===== src/rtl/pixel_word_packer_pkg.sv =====
// ----------------------------------------------------------------------------
// pixel_word_packer_pkg
// Shared sizing constants, FSM state encodings and byte-enable helpers for the
// pixel word packer and its word slots.
// ----------------------------------------------------------------------------
`timescale 1ns/1ps
package pixel_word_packer_pkg;

  localparam int MEM_WORD_BITS   = 32;
  localparam int PIXEL_BITS      = 8;
  localparam int PIXELS_PER_WORD = MEM_WORD_BITS / PIXEL_BITS;
  localparam int IDX_BITS        = $clog2(PIXELS_PER_WORD);
  localparam int COUNT_BITS      = 16;

  // Byte-enable patterns for a word holding 1..4 pixels, MSB-first.
  localparam logic [PIXELS_PER_WORD-1:0] BE_1 = 4'b1000;
  localparam logic [PIXELS_PER_WORD-1:0] BE_2 = 4'b1100;
  localparam logic [PIXELS_PER_WORD-1:0] BE_3 = 4'b1110;
  localparam logic [PIXELS_PER_WORD-1:0] BE_4 = 4'b1111;

  typedef enum logic {
    FILL_A = 1'b0,
    FILL_B = 1'b1
  } fill_state_e;

  typedef enum logic {
    DRAIN_A = 1'b0,
    DRAIN_B = 1'b1
  } drain_state_e;

  // Single byte-enable bit for pixel position idx (position 0 is the MSB lane).
  function automatic logic [PIXELS_PER_WORD-1:0] lane_be(input logic [IDX_BITS-1:0] idx);
    lane_be = BE_1 >> idx;
  endfunction

endpackage


===== src/rtl/pixel_word_packer_if.sv =====
// ----------------------------------------------------------------------------
// pixel_word_packer_if
// Pixel-side handshake and memory write port of the packer.
//   pixel/pixel_valid/pixel_ready/flush : filter -> packer stream
//   mem_data/mem_byte_en/mem_write_req/mem_write_ack : packer -> memory port
// slave  : packer view.   master : filter/memory-controller (testbench) view.
// ----------------------------------------------------------------------------
`timescale 1ns/1ps
interface pixel_word_packer_if;
  import pixel_word_packer_pkg::*;

  logic [PIXEL_BITS-1:0]      pixel;
  logic                       pixel_valid;
  logic                       pixel_ready;
  logic                       flush;
  logic [MEM_WORD_BITS-1:0]   mem_data;
  logic [PIXELS_PER_WORD-1:0] mem_byte_en;
  logic                       mem_write_req;
  logic                       mem_write_ack;

  modport slave (
    input  pixel, pixel_valid, flush, mem_write_ack,
    output pixel_ready, mem_data, mem_byte_en, mem_write_req
  );

  modport master (
    output pixel, pixel_valid, flush, mem_write_ack,
    input  pixel_ready, mem_data, mem_byte_en, mem_write_req
  );

endinterface


===== src/rtl/pixel_word_slot.sv =====
// ----------------------------------------------------------------------------
// pixel_word_slot
// One memory-word buffer: data word, byte-enable mask and full flag.
//   clk, reset    : clock, async active-low reset
//   load          : write byte_data into lane byte_idx (MSB-first) and set its enable
//   close         : mark the word full (complete or flushed)
//   clear         : empty the slot (word accepted by memory); wins over load/close
//   word/byte_en/full : slot contents
// ----------------------------------------------------------------------------
`timescale 1ns/1ps
module pixel_word_slot
  import pixel_word_packer_pkg::*;
(
  input  logic                       clk,
  input  logic                       reset,
  input  logic                       load,
  input  logic [IDX_BITS-1:0]        byte_idx,
  input  logic [PIXEL_BITS-1:0]      byte_data,
  input  logic                       close,
  input  logic                       clear,
  output logic [MEM_WORD_BITS-1:0]   word,
  output logic [PIXELS_PER_WORD-1:0] byte_en,
  output logic                       full
);

  logic [MEM_WORD_BITS-1:0]   word_r;
  logic [PIXELS_PER_WORD-1:0] byte_en_r;
  logic                       full_r;

  // Slot storage: clear empties it, otherwise pixels land lane by lane.
  always_ff @(posedge clk or negedge reset) begin
    if (!reset) begin
      word_r    <= '0;
      byte_en_r <= '0;
      full_r    <= 1'b0;
    end else if (clear) begin
      word_r    <= '0;
      byte_en_r <= '0;
      full_r    <= 1'b0;
    end else begin
      for (int k = 0; k < PIXELS_PER_WORD; k++) begin
        if (load && (byte_idx == IDX_BITS'(k))) begin
          word_r[MEM_WORD_BITS-1-PIXEL_BITS*k -: PIXEL_BITS] <= byte_data;
        end
      end
      if (load) begin
        byte_en_r <= byte_en_r | lane_be(byte_idx);
      end
      if (close) begin
        full_r <= 1'b1;
      end
    end
  end

  assign word    = word_r;
  assign byte_en = byte_en_r;
  assign full    = full_r;

endmodule


===== src/rtl/pixel_word_packer.sv =====
// ----------------------------------------------------------------------------
// pixel_word_packer
// Packs pixels MSB-first into 32-bit memory words using a ping-pong pair of
// word slots, so the filter keeps streaming while a finished word waits for
// memory acceptance.
//   clk, reset    : clock, async active-low reset
//   bus (slave)   : pixel stream in, memory write port out
//   words_written : words accepted by memory, wraps at 16 bits
//   idle          : both slots empty and no partial pixels held
// ----------------------------------------------------------------------------
`timescale 1ns/1ps
module pixel_word_packer
  import pixel_word_packer_pkg::*;
(
  input  logic                    clk,
  input  logic                    reset,
  pixel_word_packer_if.slave      bus,
  output logic [COUNT_BITS-1:0]   words_written,
  output logic                    idle
);

  fill_state_e              fill_state_r,  fill_state_n_s;
  drain_state_e             drain_state_r, drain_state_n_s;
  logic [IDX_BITS-1:0]      idx_r,         idx_n_s;
  logic [COUNT_BITS-1:0]    words_written_r, words_written_n_s;

  logic [MEM_WORD_BITS-1:0]   word_a_s,  word_b_s;
  logic [PIXELS_PER_WORD-1:0] be_a_s,    be_b_s;
  logic                       full_a_s,  full_b_s;

  logic fill_full_s, xfer_s, close_s, fill_is_a_s;
  logic req_s, ack_xfer_s, drain_is_a_s;

  // Fill-side handshake: a slot is writable until it is marked full.
  always_comb begin
    fill_is_a_s = 1'b1;
    case (fill_state_r)
      FILL_A:  fill_is_a_s = 1'b1;
      FILL_B:  fill_is_a_s = 1'b0;
      default: fill_is_a_s = 1'b1;
    endcase
    fill_full_s = fill_is_a_s ? full_a_s : full_b_s;
    xfer_s      = bus.pixel_valid && !fill_full_s;
    // A flush only closes a word that actually holds pixels (incl. this cycle's).
    // When the fill slot is full no pixel can be held in it, so flush is ignored.
    close_s     = (xfer_s && (idx_r == IDX_BITS'(PIXELS_PER_WORD-1))) ||
                  (bus.flush && !fill_full_s && ((idx_r != '0) || xfer_s));
  end

  // Fill FSM next state and byte index.
  always_comb begin
    fill_state_n_s = fill_state_r;
    idx_n_s        = idx_r;
    if (close_s) begin
      idx_n_s = '0;
      case (fill_state_r)
        FILL_A:  fill_state_n_s = FILL_B;
        FILL_B:  fill_state_n_s = FILL_A;
        default: fill_state_n_s = FILL_A;
      endcase
    end else if (xfer_s) begin
      idx_n_s = idx_r + IDX_BITS'(1);
    end else begin
      idx_n_s = idx_r;
    end
  end

  // Drain-side handshake: request whenever the drain slot holds a full word.
  always_comb begin
    drain_is_a_s = 1'b1;
    case (drain_state_r)
      DRAIN_A: drain_is_a_s = 1'b1;
      DRAIN_B: drain_is_a_s = 1'b0;
      default: drain_is_a_s = 1'b1;
    endcase
    req_s      = drain_is_a_s ? full_a_s : full_b_s;
    ack_xfer_s = req_s && bus.mem_write_ack;
  end

  // Drain FSM next state and accepted-word counter.
  always_comb begin
    drain_state_n_s   = drain_state_r;
    words_written_n_s = words_written_r;
    if (ack_xfer_s) begin
      words_written_n_s = words_written_r + COUNT_BITS'(1);
      case (drain_state_r)
        DRAIN_A: drain_state_n_s = DRAIN_B;
        DRAIN_B: drain_state_n_s = DRAIN_A;
        default: drain_state_n_s = DRAIN_A;
      endcase
    end else begin
      drain_state_n_s   = drain_state_r;
      words_written_n_s = words_written_r;
    end
  end

  // State registers for both FSMs, pixel index and counter.
  always_ff @(posedge clk or negedge reset) begin
    if (!reset) begin
      fill_state_r    <= FILL_A;
      drain_state_r   <= DRAIN_A;
      idx_r           <= '0;
      words_written_r <= '0;
    end else begin
      fill_state_r    <= fill_state_n_s;
      drain_state_r   <= drain_state_n_s;
      idx_r           <= idx_n_s;
      words_written_r <= words_written_n_s;
    end
  end

  pixel_word_slot u_slot_a (
    .clk       (clk),
    .reset     (reset),
    .load      (xfer_s && fill_is_a_s),
    .byte_idx  (idx_r),
    .byte_data (bus.pixel),
    .close     (close_s && fill_is_a_s),
    .clear     (ack_xfer_s && drain_is_a_s),
    .word      (word_a_s),
    .byte_en   (be_a_s),
    .full      (full_a_s)
  );

  pixel_word_slot u_slot_b (
    .clk       (clk),
    .reset     (reset),
    .load      (xfer_s && !fill_is_a_s),
    .byte_idx  (idx_r),
    .byte_data (bus.pixel),
    .close     (close_s && !fill_is_a_s),
    .clear     (ack_xfer_s && !drain_is_a_s),
    .word      (word_b_s),
    .byte_en   (be_b_s),
    .full      (full_b_s)
  );

  // Memory port outputs: the drain slot may be partly filled while not full,
  // so data and enables are gated by the request.
  always_comb begin
    bus.mem_write_req = req_s;
    if (req_s) begin
      bus.mem_data    = drain_is_a_s ? word_a_s : word_b_s;
      bus.mem_byte_en = drain_is_a_s ? be_a_s   : be_b_s;
    end else begin
      bus.mem_data    = '0;
      bus.mem_byte_en = '0;
    end
  end

  assign bus.pixel_ready = !fill_full_s;
  assign words_written   = words_written_r;
  assign idle            = !full_a_s && !full_b_s && (idx_r == '0);

endmodule


===== src/flat_wrapper.sv =====
// flat-port wrapper written by rule: the top's interface ports become plain ports
module pixel_word_packer_flat import pixel_word_packer_pkg::*;
  (clk, reset, words_written, idle, bus_pixel, bus_pixel_valid, bus_flush, bus_mem_write_ack, bus_pixel_ready, bus_mem_data, bus_mem_byte_en, bus_mem_write_req);
  pixel_word_packer_if bus_i ();
  input  logic clk;
  input  logic reset;
  output logic [COUNT_BITS-1:0] words_written;
  output logic idle;
  input wire logic [$bits(bus_i.pixel)-1:0] bus_pixel;
  input wire logic [$bits(bus_i.pixel_valid)-1:0] bus_pixel_valid;
  input wire logic [$bits(bus_i.flush)-1:0] bus_flush;
  input wire logic [$bits(bus_i.mem_write_ack)-1:0] bus_mem_write_ack;
  output wire logic [$bits(bus_i.pixel_ready)-1:0] bus_pixel_ready;
  output wire logic [$bits(bus_i.mem_data)-1:0] bus_mem_data;
  output wire logic [$bits(bus_i.mem_byte_en)-1:0] bus_mem_byte_en;
  output wire logic [$bits(bus_i.mem_write_req)-1:0] bus_mem_write_req;
  assign bus_i.pixel = bus_pixel;
  assign bus_i.pixel_valid = bus_pixel_valid;
  assign bus_i.flush = bus_flush;
  assign bus_i.mem_write_ack = bus_mem_write_ack;
  assign bus_pixel_ready = bus_i.pixel_ready;
  assign bus_mem_data = bus_i.mem_data;
  assign bus_mem_byte_en = bus_i.mem_byte_en;
  assign bus_mem_write_req = bus_i.mem_write_req;
  pixel_word_packer u_core (.clk(clk), .reset(reset), .bus(bus_i), .words_written(words_written), .idle(idle));
endmodule

===== config.mk =====
export PLATFORM = sky130hd
export DESIGN_NAME = pixel_word_packer_flat
export DESIGN_NICKNAME = d
export VERILOG_FILES = /design/src/rtl/pixel_word_packer_pkg.sv /design/src/rtl/pixel_word_packer_if.sv /design/src/rtl/pixel_word_slot.sv /design/src/rtl/pixel_word_packer.sv /design/src/flat_wrapper.sv
export SDC_FILE = /design/constraint.sdc
export NUM_CORES = 1
export LEC_CHECK = 0
export ABC_AREA = 1
export ABC_CLOCK_PERIOD_IN_PS = 2550
export CAP_MARGIN = 40
export CORE_ASPECT_RATIO = 0.7
export CORE_MARGIN = 3
export CORE_UTILIZATION = 59
export CTS_BUF_LIST = sky130_fd_sc_hd__clkbuf_8 sky130_fd_sc_hd__clkbuf_16
export CTS_CLUSTER_SIZE = 14
export DETAILED_ROUTE_END_ITERATION = 6
export HOLD_SLACK_MARGIN = 0.06
export PLACE_DENSITY = 0.86
export SLEW_MARGIN = 20
export SYNTH_ARGS = -nofsm -noshare
export SYNTH_HDL_FRONTEND = slang
export SYNTH_SLANG_ARGS = --single-unit

===== constraint.sdc =====
create_clock -name clk -period 2.55 [get_ports clk]
set_input_delay 0.51 -clock clk [delete_from_list [all_inputs] [get_ports clk]]
set_output_delay 0.51 -clock clk [all_outputs]
set_load 0.005 [all_outputs]

---- Yosys cells after proc, flatten, opt, wreduce, memory -nomap -nowiden ----
Index checks and enable logic that the tools add are counted.
word-level totals
  register bits ........................... 94
  input port bits ......................... 13
  output and inout bits ................... 55
  word-level logic and storage cells ...... 97
operators by class
  add/sub/neg operators ................... 2
  equality and inequality tests ........... 3
  shifts and indexed selects .............. 1
  muxes and demuxes ....................... 28
  bitwise operators ....................... 4
  reduce and logical (&&, ||, !) cells .... 43
operator list
  operator                 count
  $mux W32                 4
  $mux W8                  8
  $reduce_bool A2 Y1       14
  $mux W4                  6
  $logic_and A1 B1 Y1      21
  $add A16 B1 Y16 const B  1
  $or A4 B4 Y4             2
  $mux W1                  6
  $logic_not A1 Y1         5
  $eq A2 B2 Y1 const B     2
  $mux W2                  2
  $pmux W1 S2              2
  $shr A4 B2 Y4 const A    1
  $add A2 B1 Y2 const B    1
  $eq A2 B1 Y1 const B     1
  $logic_not A2 Y1         1
  $logic_or A1 B1 Y1       2
  $not A1 Y1               2

---- Depth between registers and ports, before layout ----
Gate-level depths: netlist of the first run.
  depth after elaboration ................. 11
  mapped depth ............................ 9
  depth with buffers taken out ............ 8

---- Modules after synthesis ----
A second synthesis of the first run with hierarchy kept.
second synthesis, totals
  cell total of the unflattened synthesis .. 709
  area total of the unflattened synthesis .. 5168.7 um^2
modules (own cells, without submodules)
  module             times used  cells an instance  area each (um^2)
  pixel_word_slot    2           179                1614.0
  pixel_word_packer  1           351                1940.6

---- Worst setup path after synthesis of the first run ----
No wires, ideal clock.
  kind .................................... register to output
  start point ............................. register u_core.drain_state_r
  end point ............................... output port bus_mem_data[2]
  data arrival time ....................... 1.049 ns
  required time ........................... 2.040 ns
  setup slack ............................. 0.991 ns
  cell stages (with the launch flop) ...... 8
  path through ............................ dfrtp_1 > buf_6 > clkinv_4 > clkbuf_1 > nand2_1 > nand2_1 > nand2_1 > inv_1
on the way
  longest elaborated chain between the ends .. 4
RTL lines
  element                              RTL line                                           RTL
  start: declaration                   pixel_word_packer.sv:23                            drain_state_e drain_state_r, drain_state_n_s;
  start signal: assignment             pixel_word_packer.sv:106                           drain_state_r <= drain_state_n_s;
  $not A1 Y1                           pixel_word_packer.sv:71                            case (drain_state_r)
  $pmux W1 S2 *                        pixel_word_packer.sv:71
  $mux W32 or $mux W1 (tied branches)  pixel_word_packer.sv:143, pixel_word_packer.sv:76
  $mux W32 *                           pixel_word_packer.sv:142                           if (req_s) begin
  end: declaration                     flat_wrapper.sv:14                                 output wire logic [$bits(bus_i.mem_data)-1:0] bus_mem_data;
Mark *: on every way between the ends. The rest lies on a longest branch, timed or not.

---- Worst setup path in the final report of the first run ----
  start point ............................. register u_core.drain_state_r
  end point ............................... output port bus_mem_data[20]
Same word-level chain as after synthesis.

==> flow_summary.ini, run 1 <==
[status]
outcome = complete, no violations

[detailed_routing]
drcViolationCount = 0
drt_iter0_markers = 478
firstDrtPassIters = 5
wl_um = 12900
viasPerCell = 5.74
vias = 4432
wire_per_inst_um = 16.7
antenna_left = 0

[pwr]
leakage_uw = 0.00301
p_int_uw = 3880
pwr-share-seq = 0.368
power_uw = 6240
power_frac_comb = 0.403
swShare = 0.377
p_switching_uw = 2350
vdd_drop_max_v = 0.000694
clkPwrFrac = 0.229
p_per_area_nw_per_um2 = 1070

[synthesis]
ys_warn_count = 0
synth_top_area_share = 0.500
ys_ff_latch = 94
synth_nets = 624
synth_area_leaders = dfrtp_1 50%, nand2_1 18%, o21ai_0 7.4%
avgSynthCellArea_um2 = 7.77
ys_types = 29
yosysTopAreaCell = dfrtp_1
synthCells = 606
synth_area_um2 = 4710
yosysSeqAreaShare = 0.500

[min_path]
hold_depth = 2
hold_class = flip-flop to flip-flop
min_from = u_core.u_slot_b.word[6]
min_to = u_core.u_slot_b.word[6]

[clocking]
clk_pin_slew_ns = 0.07
numCtsBuffers = 9
cts_root_buf = clkbuf_16
htree_num_levels = 3
clk_path_buf_depth = 2
clkLatencyLatePin_ns = 0.35
cts_sinks = 94
cts_tree = done

[final_layout]
final_core_util = 0.776
layout.nets = 687
final.fill_count = 520
multi_input_area_um2 = 1940
n_antenna_cell = 0
drive_above_1_share = 0.0697
seq_area_um2 = 2350
syn_to_final_growth_pct = 23.8

[timing]
fin_setup_tns_ns = 0
fin_crit_sh = 0.976
layout_min_cycle_time_ns = 2.49
finalSetupViolCount = 0
tightest_slew_ns = 0.632
fin_ws_ns = 0.0623
fin_hold_ws_ns = 0.496
finClkSkew_ns = 0.00756
hold_violations = 0
fmax_mhz = 402
slew_viol_final = 0
rsz0062_at_grt = false
max-slew-margin-rel = 0.578

[grt]
grt_max_degree = 50
grt_pass1_vias = 4213
grt_usage = 0.296
grt-ovfl-total = 0
grt_antenna_before_repair = 0
grt_pass1_wl_um = 20800

[setup_path]
critical_path.cell_chain = buf_12 -> buf_4 -> nand2_1 -> nand2_1 -> nand2_1 -> inv_1 -> clkdlybuf4s50_1
cpMaxStageDelayCell = clkdlybuf4s50_1
worst_ep_arrival_time_ns = 1.98
rr_startpoint = u_core.drain_state_r
required_ns = 2.04
critPathKind = flip-flop to primary output
critPathMaxStageDelay_ns = 0.52
crit_top_cell = nand2_1
startpoint_type = flip-flop
reg2reg_to = u_core.words_written[12]
end_kind = primary output
r2r_cells = 8
reg2reg_setup_slack_ns = 0.71
path_max_fanout = 8

[run]
timing.max_cap.violations = 0

[place]
place_congestion = 0.898
dp_slack_ns = 0.272
portBuffers = 67
dp_hpwl_um = 8720

[die]
die_h_um = 80.7
io_pins = 68
initial_core_util = 0.627
dieArea_um2 = 9110
core_um2 = 7510
rows = 26
die_w_um = 113
[worst max-delay path: cells and delay by family, from the launching register on]
kind                   cells  cell delay (ns)
flip-flops                 1             0.50
buffers and inverters      4             0.91
AND/OR/NAND/NOR            3             0.21
[flip-flops by register name, indices dropped and copies added (netlist names)]
signal                   cells
u_core.idx_r                 2
u_core.u_slot_a.byte_en      4
u_core.u_slot_b.word        32
u_core.words_written        16
u_core.u_slot_a.full         1
u_core.u_slot_a.word        32
u_core.u_slot_b.full         1
u_core.drain_state_r         1
u_core.u_slot_b.byte_en      4
u_core.fill_state_r          1
[worst max-delay path by stage]
| stage | startpoint | end | slack [ns] | cells after the start |
|---|---|---|---|---|
| after floorplan | u_core.drain_state_r | bus_mem_data[2] | 0.99 | 7 |
| after global placement | u_core.drain_state_r | bus_mem_data[19] | 0.35 | 6 |
| after detailed placement | bus_mem_write_ack | u_core.words_written[12] | 0.27 | 8 |
| after CTS | u_core.u_slot_a.full | bus_mem_data[20] | 0.009 | 6 |
| after global routing | u_core.drain_state_r | bus_mem_data[20] | 0.006 | 7 |
| final | u_core.drain_state_r | bus_mem_data[20] | 0.06 | 7 |
[per-stage QoR]
stage / std cells / instance area, µm²
finish: 772 / 5830
global route: 772 / 5830
CTS: 770 / 5780
detailed placement: 753 / 5440
global placement: 753 / 5440
floorplan: 606 / 4710
[layout make-up]
cell class	instances	share of cell area
clock inverter	3	0.00708
sequential	94	0.404
multi-input combinational	418	0.332
tap	98	0.0210
clock buffer	13	0.0481
timing repair buffer	79	0.143
inverter	67	0.0453
[cell usage after synthesis, drive strengths merged]
cell type,instances
nand2,227
dfrtp,94
o22ai,1
inv,66
o21ai,75
nand3,63
clkbuf,9
clkinv,1
xnor2,4
nor3,1
ha,5
nand3b,2
buf,18
nand4,2
nor2,23
a21oi,11
xor2,4
[layout by cell type (no fill, tap or decap), types with 2 or more instances in the layout]
| cell | n |
|---|---|
| nor2_4 | 2 |
| o21ai_0 | 70 |
| xor2_1 | 4 |
| nor2_1 | 20 |
| a21oi_1 | 10 |
| ha_1 | 5 |
| inv_2 | 3 |
| nand3_1 | 60 |
| nand3b_1 | 2 |
| dfrtp_1 | 93 |
| nand3_4 | 2 |
| clkbuf_16 | 10 |
| nand4_1 | 2 |
| o21ai_1 | 4 |
| inv_1 | 64 |
| buf_4 | 6 |
| nand2_1 | 220 |
| xnor2_1 | 4 |
| clkbuf_8 | 4 |
| clkdlybuf4s50_1 | 66 |
| nand2_2 | 7 |
| buf_12 | 4 |
[kinds of logic (layout without fill, tap and decap cells)]
logic type      count (synthesis)  in the layout  share of synthesized area
buf+inv                        94            162                     0.0893
flops                          94             94                      0.500
xor+xnor                        8              8                     0.0149
simple gates                  318            318                      0.287
compound gates                 87             87                     0.0959
fa+ha+maj                       5              5                     0.0133
[metal layers]
layer / track usage / share of wire / vias up
li1: - / - / 2040
met1: 0.406 / 0.42 / 2077
met2: 0.442 / 0.45 / 280
met3: 0.0968 / 0.11 / 35
met4: 0.112 / 0.024 / 0
met5: 0 / 0 / -
[power groups by stage]
stage	combinational, µW	clock [µW]	sequential [µW]
6_report	2510	1430	2300
5_1_grt	2780	1490	2350
4_1_cts	2390	1430	2280
3_5_place_dp	2350	0	2300
3_3_place_gp	2270	0	2270
2_1_floorplan	1480	0	2200
[timing repair]
action,CTS,global route
hold endpoints to repair,15,0
buffers inserted,0,1
cloned,0,1
hold buffers,1,0
gates resized for setup,2,4
endpoints found under the setup margin,35,27
No activity file was read; power rests on OpenSTA's default activity.
==> run 2: changes to the inputs <==
--- a/config.mk
+++ b/config.mk
@@ -5,17 +5,17 @@
 export SDC_FILE = /design/constraint.sdc
 export NUM_CORES = 1
 export LEC_CHECK = 0
-export ABC_AREA = 1
+export ABC_AREA = 0
 export ABC_CLOCK_PERIOD_IN_PS = 2550
 export CAP_MARGIN = 40
 export CORE_ASPECT_RATIO = 0.7
 export CORE_MARGIN = 3
-export CORE_UTILIZATION = 59
+export CORE_UTILIZATION = 58
 export CTS_BUF_LIST = sky130_fd_sc_hd__clkbuf_8 sky130_fd_sc_hd__clkbuf_16
 export CTS_CLUSTER_SIZE = 14
 export DETAILED_ROUTE_END_ITERATION = 6
 export HOLD_SLACK_MARGIN = 0.06
-export PLACE_DENSITY = 0.86
+export PLACE_DENSITY = 0.85
 export SLEW_MARGIN = 20
 export SYNTH_ARGS = -nofsm -noshare
 export SYNTH_HDL_FRONTEND = slang
==> constraint.sdc (replaced) <==
create_clock -name clk -period 2.55 [get_ports clk]
set_input_delay 0.3825 -clock clk [delete_from_list [all_inputs] [get_ports clk]]
set_output_delay 0.3825 -clock clk [all_outputs]
set_load 0.005 [all_outputs]
==> flow_summary.ini, run 2 <==
[setup_path]
worst_ep_arrival_time_ns = 2.05
reg2reg_setup_slack_ns = 0.55
critPathKind = flip-flop to primary output
end_kind = primary output
critPathMaxStageDelay_ns = 0.55
path_max_fanout = 38
startpoint_type = flip-flop
cpMaxStageDelayCell = clkdlybuf4s50_1
critical_path.cell_chain = buf_6 -> mux2i_1 -> nor2_1 -> clkdlybuf4s50_1
cp_top_family = buffers and inverters
required_ns = 2.17
path_buf_inv = 2

[die]
die_w_um = 111
initial_core_util = 0.607
core_um2 = 7380
rows = 26
die_h_um = 79.6
dieArea_um2 = 8840
io_pins = 68

[clocking]
clk_pin_slew_ns = 0.08
cts_root_buf = clkbuf_8
clk_path_buf_depth = 2
cts_sinks = 94
htree_num_levels = 3
cts_tree = done
clkLatencyLatePin_ns = 0.36
numCtsBuffers = 9

[timing]
hold_violations = 0
fin_ws_ns = 0.114
fin_setup_tns_ns = 0
slew_viol_final = 0
fin_crit_sh = 0.955
finalSetupViolCount = 0
max-slew-margin-rel = 0.580
layout_min_cycle_time_ns = 2.44
fmax_mhz = 411
finClkSkew_ns = 0.00524
rsz0062_at_grt = false
tightest_slew_ns = 0.627

[synthesis]
synth_area_um2 = 4480
synthCells = 498
ys_ff_latch = 94
synth_nets = 516
yosysSeqAreaShare = 0.525
synth_ff_type = dfrtp_1
avgSynthCellArea_um2 = 9.00
synth_top_area_share = 0.525
yosysTopAreaCell = dfrtp_1
netlist_top_cells_count = 143 x nand2_1, 94 x dfrtp_1, 66 x a21oi_1
synth-edff-count = 0
yosysMostFrequentCell = nand2_1
ys_warn_count = 0
ys_types = 34
synthArstFlopShare = 1.00
synth_area_leaders = dfrtp_1 52%, nand2_1 12%, mux2i_1 8.3%

[grt]
grt_max_degree = 45
grt_pass1_wl_um = 18900
grt_antenna_before_repair = 0
grt_pass1_vias = 3780
grt-ovfl-total = 0
grt_usage = 0.273

[run]
timing.max_cap.violations = 0

[final_layout]
final.fill_count = 537
mostFrequentLayoutCells = 143 x nand2_1, 93 x dfrtp_1, 66 x a21oi_1, 66 x clkdlybuf4s50_1, 56 x nor2_1
n_antenna_cell = 0
final_common_cell = nand2_1
multi_input_area_um2 = 1960
seq_area_um2 = 2350
drive_above_1_share = 0.0643
layout.nets = 574
syn_to_final_growth_pct = 22.1

[pwr]
leakage_uw = 0.00249
p_per_area_nw_per_um2 = 1060
swShare = 0.361
p_switching_uw = 2090
pwr-share-seq = 0.405
p_int_uw = 3700
vdd_drop_max_v = 0.000569
clkPwrFrac = 0.189
power_frac_comb = 0.406

[status]
outcome = complete, no violations

[place]
place_congestion = 0.782
dp_hpwl_um = 7770
portBuffers = 67
dp_slack_ns = 0.283

[min_path]
hold_class = input port to asynchronous set/reset pin

[detailed_routing]
viasPerCell = 5.78
vias = 3804
wl_um = 11600
drcViolationCount = 0
wire_per_inst_um = 17.7
firstDrtPassIters = 5
antenna_left = 0
drt_iter0_markers = 265
## run 2: layout make-up
type / instances / share of cell area
clock buffers: 11 / 0.0276
clock inverters: 4 / 0.0128
inverters: 6 / 0.00411
multi-input cells: 365 / 0.358
flip-flops and latches: 94 / 0.430
well taps: 98 / 0.0224
repair buffers: 80 / 0.146
## run 2: metal layers
metal / global-route usage / up-vias / part of all wire
li1: - / 1732 / -
met1: 0.349 / 1865 / 0.41
met2: 0.465 / 181 / 0.49
met3: 0.0523 / 26 / 0.077
met4: 0.111 / 0 / 0.023
met5: 0 / - / 0
## run 2: logic make-up (layout without fill, tap and decap cells)
family	after synthesis	count (layout)	synth area share
XOR/XNOR	15	15	0.0293
flip-flops	94	94	0.525
AO/OA/AOI/OAI	74	74	0.0848
buffers and inverters	39	101	0.0405
AND/OR/NAND/NOR	232	232	0.219
multiplexers	39	39	0.0882
adder cells (fa/ha/maj)	5	5	0.0140
## run 2: power groups by stage
| stage | Combinational, µW | Clock (µW) | Sequential, µW |
|---|---|---|---|
| 2_1_floorplan | 1410 | 0 | 2250 |
| 3_3_place_gp | 2160 | 0 | 2310 |
| 3_5_place_dp | 2250 | 0 | 2350 |
| 4_1_cts | 2350 | 1110 | 2330 |
| 5_1_grt | 2570 | 1170 | 2400 |
| 6_report | 2350 | 1090 | 2350 |
## run 2: final timing paths
check / cells after the start / endpoint / startpoint
max: 4 / bus_mem_data[14] / u_core.drain_state_r
min reg2reg: 1 / u_core.words_written[15] / u_core.words_written[15]
min in group clk: 1 / u_core.words_written[15] / u_core.words_written[15]
min: 2 / u_core.words_written[0] / reset
max reg2reg: 6 / u_core.words_written[8] / u_core.u_slot_b.full
max in group asynchronous: 3 / u_core.u_slot_b.word[31] / reset
## run 2: what timing repair did
item                                    CTS  global route
setup buffers                             2             0
hold buffers                              1             0
endpoints found under the hold margin    23             0
gates resized for setup                   1             0
endpoints found under the setup margin   25             0
## run 2: stage by stage
stage | instance area (µm²) | std cells | hold WS (ns) | util | power [µW]
6_report | 5480 | 658 | 0.466 | 0.742 | 5790
5_1_grt | 5480 | 658 | 0.476 | 0.742 | 6140
4_1_cts | 5480 | 658 | 0.464 | 0.742 | 5780
3_5_place_dp | 5210 | 640 | 0.317 | 0.706 | 4600
3_3_place_gp | 5210 | 640 | 0.311 | 0.706 | 4470
2_1_floorplan | 4480 | 498 | 0.0869 | - | 3660
==> run 3: changes to the inputs <==
--- a/config.mk
+++ b/config.mk
@@ -11,7 +11,6 @@
 export CORE_ASPECT_RATIO = 0.7
 export CORE_MARGIN = 3
 export CORE_UTILIZATION = 58
-export CTS_BUF_LIST = sky130_fd_sc_hd__clkbuf_8 sky130_fd_sc_hd__clkbuf_16
 export CTS_CLUSTER_SIZE = 14
 export DETAILED_ROUTE_END_ITERATION = 6
 export HOLD_SLACK_MARGIN = 0.06
==> results of run 3 <==
Same layout as run 2: the final DEF is identical, and so are final timing and power.
